[src/rtl/aes_bram_responder_if.sv]
// ============================================================================
// Module   : aes_bram_responder_if
// Brief    : AES request handshake plus BRAM port bundle for the responder.
// Revision : 1.0 - initial release
// ============================================================================
`default_nettype none

interface aes_bram_responder_if #(
  parameter int ADDR_BITS = 12
);
  logic                 aes_start_read;
  logic [31:0]          aes_bram_addr;
  logic                 aes_start_write;
  logic [31:0]          aes_bram_write_addr;
  logic [31:0]          aes_bram_write_data;
  logic [31:0]          aes_bram_read_data;
  logic                 bram_complete;
  logic                 bram_en;
  logic [3:0]           bram_we;
  logic [ADDR_BITS-1:0] bram_addr;
  logic [31:0]          bram_din;
  logic [31:0]          bram_dout;

  // Responder side: consumes requests and BRAM read data, drives the BRAM port.
  modport slave (
    input  aes_start_read, aes_bram_addr, aes_start_write,
           aes_bram_write_addr, aes_bram_write_data, bram_dout,
    output aes_bram_read_data, bram_complete, bram_en, bram_we,
           bram_addr, bram_din
  );

  modport master (
    output aes_start_read, aes_bram_addr, aes_start_write,
           aes_bram_write_addr, aes_bram_write_data, bram_dout,
    input  aes_bram_read_data, bram_complete, bram_en, bram_we,
           bram_addr, bram_din
  );
endinterface

`default_nettype wire

[src/rtl/aes_bram_responder.sv]
// ============================================================================
// Module   : aes_bram_responder
// Brief    : Serves single-word AES read/write requests on one BRAM port.
//            Optional AES_BRAM_BOUNDS_CHECK_EN rejects out-of-window addresses.
// Revision : 1.0 - initial release
// ============================================================================
`default_nettype none

module aes_bram_responder #(
  parameter int          ADDR_BITS    = 12,
  parameter int          READ_LATENCY = 2,
  parameter logic [31:0] BASE_ADDR    = 32'h0000_0000
) (
  input  wire logic           aes_clk,
  input  wire logic           aes_rst_n,
`ifdef AES_BRAM_BOUNDS_CHECK_EN
  output logic                bram_addr_err,
`endif
  aes_bram_responder_if.slave bus
);

  typedef enum logic [2:0] {
    S_IDLE     = 3'd0,
    S_RD_ISSUE = 3'd1,
    S_RD_WAIT  = 3'd2,
    S_WR_ISSUE = 3'd3,
    S_DONE     = 3'd4,
    S_RELEASE  = 3'd5
  } state_t;

  localparam logic [1:0] C_LAT_LOAD = 2'(READ_LATENCY - 1);

  state_t               r_state;
  logic                 r_is_read;
  logic [1:0]           r_cnt;
  logic [31:0]          r_read_data;
  logic                 r_complete;
  logic                 r_bram_en;
  logic [3:0]           r_bram_we;
  logic [ADDR_BITS-1:0] r_bram_addr;
  logic [31:0]          r_bram_din;

  logic [31:0]          w_req_addr;
  logic [31:0]          w_offset;
  logic [ADDR_BITS-1:0] w_word;
  logic                 w_served_start;
  logic                 w_oob;
  logic                 w_unused_offset;

  // Read wins a tie, so the address under test follows the same priority.
  assign w_req_addr      = bus.aes_start_read ? bus.aes_bram_addr : bus.aes_bram_write_addr;
  assign w_offset        = w_req_addr - BASE_ADDR;
  assign w_word          = w_offset[ADDR_BITS+1:2];
  assign w_unused_offset = &{1'b0, w_offset[31:ADDR_BITS+2], w_offset[1:0]};
  assign w_served_start  = r_is_read ? bus.aes_start_read : bus.aes_start_write;

`ifdef AES_BRAM_BOUNDS_CHECK_EN
  localparam logic [32:0] C_LIMIT = {1'b0, BASE_ADDR} + (33'd4 << ADDR_BITS);
  logic r_addr_err;
  assign w_oob         = (w_req_addr < BASE_ADDR) || ({1'b0, w_req_addr} >= C_LIMIT);
  assign bram_addr_err = r_addr_err;
`else
  assign w_oob = 1'b0;
`endif

  always_ff @(posedge aes_clk or negedge aes_rst_n) begin
    if (!aes_rst_n) begin
      r_state     <= S_IDLE;
      r_is_read   <= 1'b0;
      r_cnt       <= 2'd0;
      r_read_data <= 32'd0;
      r_complete  <= 1'b0;
      r_bram_en   <= 1'b0;
      r_bram_we   <= 4'd0;
      r_bram_addr <= '0;
      r_bram_din  <= 32'd0;
`ifdef AES_BRAM_BOUNDS_CHECK_EN
      r_addr_err  <= 1'b0;
`endif
    end else begin
      r_complete <= 1'b0;
      r_bram_en  <= 1'b0;
      r_bram_we  <= 4'd0;
      case (r_state)
        S_IDLE: begin
          if (bus.aes_start_read || bus.aes_start_write) begin
            r_is_read   <= bus.aes_start_read;
            r_bram_addr <= w_word;
            if (w_oob) begin
              if (bus.aes_start_read) r_read_data <= 32'hDEAD_BEEF;
`ifdef AES_BRAM_BOUNDS_CHECK_EN
              r_addr_err <= 1'b1;
`endif
              r_state <= S_DONE;
            end else if (bus.aes_start_read) begin
              r_bram_en <= 1'b1;
              r_state   <= S_RD_ISSUE;
            end else begin
              r_bram_en  <= 1'b1;
              r_bram_we  <= 4'hF;
              r_bram_din <= bus.aes_bram_write_data;
              r_state    <= S_WR_ISSUE;
            end
          end
        end
        S_RD_ISSUE: begin
          r_cnt   <= C_LAT_LOAD;
          r_state <= S_RD_WAIT;
        end
        S_RD_WAIT: begin
          if (r_cnt == 2'd0) begin
            r_read_data <= bus.bram_dout;
            r_state     <= S_DONE;
          end else begin
            r_cnt <= r_cnt - 2'd1;
          end
        end
        S_WR_ISSUE: r_state <= S_DONE;
        S_DONE: begin
          r_complete <= 1'b1;
          r_state    <= S_RELEASE;
        end
        S_RELEASE: begin
          if (!w_served_start) r_state <= S_IDLE;
        end
        default: r_state <= S_IDLE;
      endcase
    end
  end

  assign bus.aes_bram_read_data = r_read_data;
  assign bus.bram_complete      = r_complete;
  assign bus.bram_en            = r_bram_en;
  assign bus.bram_we            = r_bram_we;
  assign bus.bram_addr          = r_bram_addr;
  assign bus.bram_din           = r_bram_din;

endmodule

`default_nettype wire

[src/flat_wrapper.sv]
// flat-port wrapper written by rule: the top's interface ports become plain ports
module aes_bram_responder_flat 
#(
  parameter int          ADDR_BITS    = 12,
  parameter int          READ_LATENCY = 2,
  parameter logic [31:0] BASE_ADDR    = 32'h0000_0000
)
  (aes_clk, aes_rst_n, bus_aes_start_read, bus_aes_bram_addr, bus_aes_start_write, bus_aes_bram_write_addr, bus_aes_bram_write_data, bus_bram_dout, bus_aes_bram_read_data, bus_bram_complete, bus_bram_en, bus_bram_we, bus_bram_addr, bus_bram_din);
  aes_bram_responder_if #(.ADDR_BITS(ADDR_BITS)) bus_i ();
  input  wire logic aes_clk;
  input  wire logic aes_rst_n;
  input wire logic [$bits(bus_i.aes_start_read)-1:0] bus_aes_start_read;
  input wire logic [$bits(bus_i.aes_bram_addr)-1:0] bus_aes_bram_addr;
  input wire logic [$bits(bus_i.aes_start_write)-1:0] bus_aes_start_write;
  input wire logic [$bits(bus_i.aes_bram_write_addr)-1:0] bus_aes_bram_write_addr;
  input wire logic [$bits(bus_i.aes_bram_write_data)-1:0] bus_aes_bram_write_data;
  input wire logic [$bits(bus_i.bram_dout)-1:0] bus_bram_dout;
  output wire logic [$bits(bus_i.aes_bram_read_data)-1:0] bus_aes_bram_read_data;
  output wire logic [$bits(bus_i.bram_complete)-1:0] bus_bram_complete;
  output wire logic [$bits(bus_i.bram_en)-1:0] bus_bram_en;
  output wire logic [$bits(bus_i.bram_we)-1:0] bus_bram_we;
  output wire logic [$bits(bus_i.bram_addr)-1:0] bus_bram_addr;
  output wire logic [$bits(bus_i.bram_din)-1:0] bus_bram_din;
  assign bus_i.aes_start_read = bus_aes_start_read;
  assign bus_i.aes_bram_addr = bus_aes_bram_addr;
  assign bus_i.aes_start_write = bus_aes_start_write;
  assign bus_i.aes_bram_write_addr = bus_aes_bram_write_addr;
  assign bus_i.aes_bram_write_data = bus_aes_bram_write_data;
  assign bus_i.bram_dout = bus_bram_dout;
  assign bus_aes_bram_read_data = bus_i.aes_bram_read_data;
  assign bus_bram_complete = bus_i.bram_complete;
  assign bus_bram_en = bus_i.bram_en;
  assign bus_bram_we = bus_i.bram_we;
  assign bus_bram_addr = bus_i.bram_addr;
  assign bus_bram_din = bus_i.bram_din;
  aes_bram_responder #(.ADDR_BITS(ADDR_BITS), .READ_LATENCY(READ_LATENCY), .BASE_ADDR(BASE_ADDR)) u_core (.aes_clk(aes_clk), .aes_rst_n(aes_rst_n), .bus(bus_i));
endmodule
[config.mk]
export PLATFORM = sky130hd
export DESIGN_NAME = aes_bram_responder_flat
export DESIGN_NICKNAME = d
export VERILOG_FILES = /design/src/rtl/aes_bram_responder_if.sv /design/src/rtl/aes_bram_responder.sv /design/src/flat_wrapper.sv
export SDC_FILE = /design/constraint.sdc
export NUM_CORES = 1
export LEC_CHECK = 0
export ABC_AREA = 1
export BUFFER_PORTS_ARGS = -buffer_cell sky130_fd_sc_hd__buf_4
export CORE_MARGIN = 4
export CORE_UTILIZATION = 36
export CTS_CLUSTER_DIAMETER = 80
export DETAILED_ROUTE_END_ITERATION = 7
export MAX_ROUTING_LAYER = met4
export PLACE_DENSITY = 0.69
export SLEW_MARGIN = 5
export SYNTH_ARGS = -nofsm -noshare
export SYNTH_HDL_FRONTEND = slang
export SYNTH_SLANG_ARGS = --single-unit
[constraint.sdc]
create_clock -name aes_clk -period 1.6 [get_ports aes_clk]
set_input_delay 0.24 -clock aes_clk [delete_from_list [all_inputs] [get_ports aes_clk]]
set_output_delay 0.24 -clock aes_clk [all_outputs]
set_load 0.1 [all_outputs]
==> summary.md <==
| Metric | Value |
|---|---|
| Num CTS Buffers | 9 |
| Syn-to-layout area delta | 45.0% |
| Cell taking the most area after synthesis | dfrtp_1 |
| Wire length per cell | 13.1 um |
| Crit path top cell by count | nand2_1 |
| Fin crit period | 1.43 ns |
| Dpl cells | 685 |
| Row cnt | 35 |
| Vias in the first global route | 3128 |
| Most frequent cells in the layout | 178 x buf_4, 175 x nand2_1, 85 x dfrtp_1 |
| Drt total wl | ~9000 um |
| Worst Setup SP | u_core.r_state[1] |
| Final Wtd Congestion | 0.760 |
| Synth Area in Adders | 0.00354 |
| Worst-margin pin slew | between 0.4 and 0.5 ns |
| Mapped Cells | just under 400 |
| Sink Count | 85 |
| Synth cell types | 21 |
| RSZ-0062 raised after global routing | no |
| Synth Cell Area | 3530 um^2 |
| Simple-gate share of the synthesized area | 0.293 |
| Root buf cell | clkbuf_8 |
| Total gr overflow | 0 |
| Synth top area cells | dfrtp_1 60%, nand2_1 19%, nand3_1 5.1%, nor2_1 2.9%, o21a_1 2.6% |
| Ant. Diodes | 0 |
| Pins Over Slew Limit | 0 |
| WS Path Type | flip-flop to flip-flop |
| Avg Inst Size Synth | roughly 8.9 um^2 |
| Detailed Route Iter0 Violations | 140 |
| Initial antenna violation count | 0 |
| Final Non-Filler Cells | 700 |
| Clock Skews | 0.0137 ns |
| Die height | between 100 and 150 um |
| Pre-antenna DRT Iters | 4 |
| Nets@finish | around 700 |
| Max-Cap Viols | 0 |
| Min-delay worst type | input port to flip-flop |
| Die area | 11500 um^2 |
| CP max FO | 33 |
| Final hold vios | 0 |
| Final Cycle Share | 0.894 |
| Synth Area in Compound Gates | 0.0454 |
| Setup violators final | 0 |
| Top Ports | around 210 |
| First-pass GRT wire length | 14900 um |
| CTS tree | built |
| Crit-path cells | nor2_4 -> nand2_2 -> inv_2 -> nand3_4 -> inv_6 -> nand2_1 -> nand2_1 |
| Total Routing Usage GR | 0.166 |
| Initial Utilization | 0.377 |
| Final Worst Setup Slack | 0.169 ns |
| Core ar. | 9370 um^2 |
| Combinational family with the most area after synthesis | simple AND/OR/NAND/NOR gates |
| Mux contribution to synthesized area | 0 |
| Max Clock Freq | 699 MHz |
| Post-synthesis xor/xnor area fraction | 0 |
| Clk_lat worst skew | 0.34 ns |
| YS warnings | 0 |
| Critical Path Slowest Stage Cell | dfrtp_1 |
| I/O Buffers | about 170 |
| Fraction of layout cells with a size suffix above 1 | 0.363 |
| Area share of the largest cell type after synthesis | 0.602 |
| CP Data Arrival Time | 1.72 ns |
| Clk slew on worst S/H paths | about 0.090 ns |
| Hold wc startpoint | bus_aes_bram_write_data[23] |
| RR Startpoint | u_core.r_state[1] |
| Max_slew headroom | 0.693 |
| Startpoint Class | flip-flop |
| DR vias/cell | 4.50 |
| CP peak stage delay | between 0.4 and 0.5 ns |
| Sequential share of the synthesized area | 0.602 |
| Largest net degree at the start of global routing | 86 |
| Die Wd | 107 um |
| Synth Register Bits | 85 |
| Pre-CTS WS | between 0.1 and 0.15 ns |
| H-tree depth | 3 |
| Endpoint class of the critical path | flip-flop |
| Final ANT Viol Nets | 0 |
| Detailed placement HPWL | 6580 um |
| Crit path required time | 1.88 ns |
| DRC viols | 0 |
| Post-Syn Nets | between 500 and 600 |
| Clock buffer depth | 2 |
| Status | complete, no violations |
| Setup TNS | 0 ns |
| Via count | between 3k and 4k |
| Most common cell after layout, fill and taps aside | buf_4 |
## synthesized netlist by cell type
cell type    n
inv_4        1
inv_1        9
buf_4        5
nand3_4      1
inv_2        3
clkbuf_1     5
nor2_2       1
buf_6        3
ha_1         1
nand4_1      3
nand2_1    175
buf_2       11
nand3b_1     1
o21a_1      12
o21ai_0     13
nor2_1      27
a21oi_1      1
nor2_4       3
nand2_2      2
nand3_1     36
dfrtp_1     85
## what timing repair did
item | 4_1_cts | 5_1_grt
hold buffers | 1 | 0
endpoints found under the setup margin | 0 | 24
resized for setup | 0 | 2
setup buffers | 0 | 0
endpoints found under the hold margin | 85 | 0
## cell families after synthesis
group | after synthesis
and+or+nand+nor | 249
buffers and inverters | 37
AOI/OAI and AO/OA | 26
DFF | 85
adders and majority gates | 1
## sequential cells by signal, indices dropped and copies added, names as in the netlist
register,cells
u_core.bus.bram_en,1
u_core.r_state,3
u_core.bus.bram_addr,12
u_core.bus.aes_bram_read_data,32
u_core.r_cnt,2
u_core.bus.bram_din,32
u_core.r_is_read,1
u_core.bus.bram_we,1
u_core.bus.bram_complete,1
## critical path: cells and delay by family (launching register included)
kind | cells | cell delay [ns]
buffers and inverters | 2 | 0.34
flip-flops | 1 | 0.42
AND/OR/NAND/NOR | 5 | 0.61
## metrics by stage
step / util / hold WS, ns / area [um^2]
2_1_floorplan: - / -0.0556 / 3530
3_3_place_gp: 0.528 / 0.313 / 4950
3_5_place_dp: 0.528 / 0.317 / 4950
4_1_cts: 0.546 / 0.0676 / 5110
5_1_grt: 0.546 / 0.0724 / 5120
6_report: 0.546 / 0.0870 / 5120
## layout make-up
type / count / area, um^2
inverter: 13 / 53.8
timing repair buffer: 183 / 1420
tap: 129 / 161
clock inverter: 5 / 30.0
clock buffer: 9 / 124
fill: 908 / 4250
multi-input combinational: 276 / 1210
sequential: 85 / 2130
## worst paths after layout
path                                                      to  slack [ns]  depth (start not counted)
setup / recovery                     u_core.bus.bram_din[25]        0.17                          7
hold / removal                       u_core.bus.bram_din[23]        0.09                          3
setup reg to reg                     u_core.bus.bram_din[25]        0.17                          7
hold reg to reg             u_core.bus.aes_bram_read_data[3]        0.48                          2
max in group asynchronous   u_core.bus.aes_bram_read_data[7]        0.77                          3
min in group asynchronous  u_core.bus.aes_bram_read_data[17]        0.47                          3
## per-layer routing
layer | vias to the layer above | wire, um | track usage
met2 | 123 | 4290 | 0.258
met1 | 1445 | 4040 | 0.210
met3 | 7 | 795 | 0.0476
met5 | - | 0 | -
li1 | 1575 | - | -
met4 | 0 | 51 | 0.0521
Power is left out: the tool's default activity adds up to more than one toggle a clock period on the data nets, which glitch-free logic cannot reach.
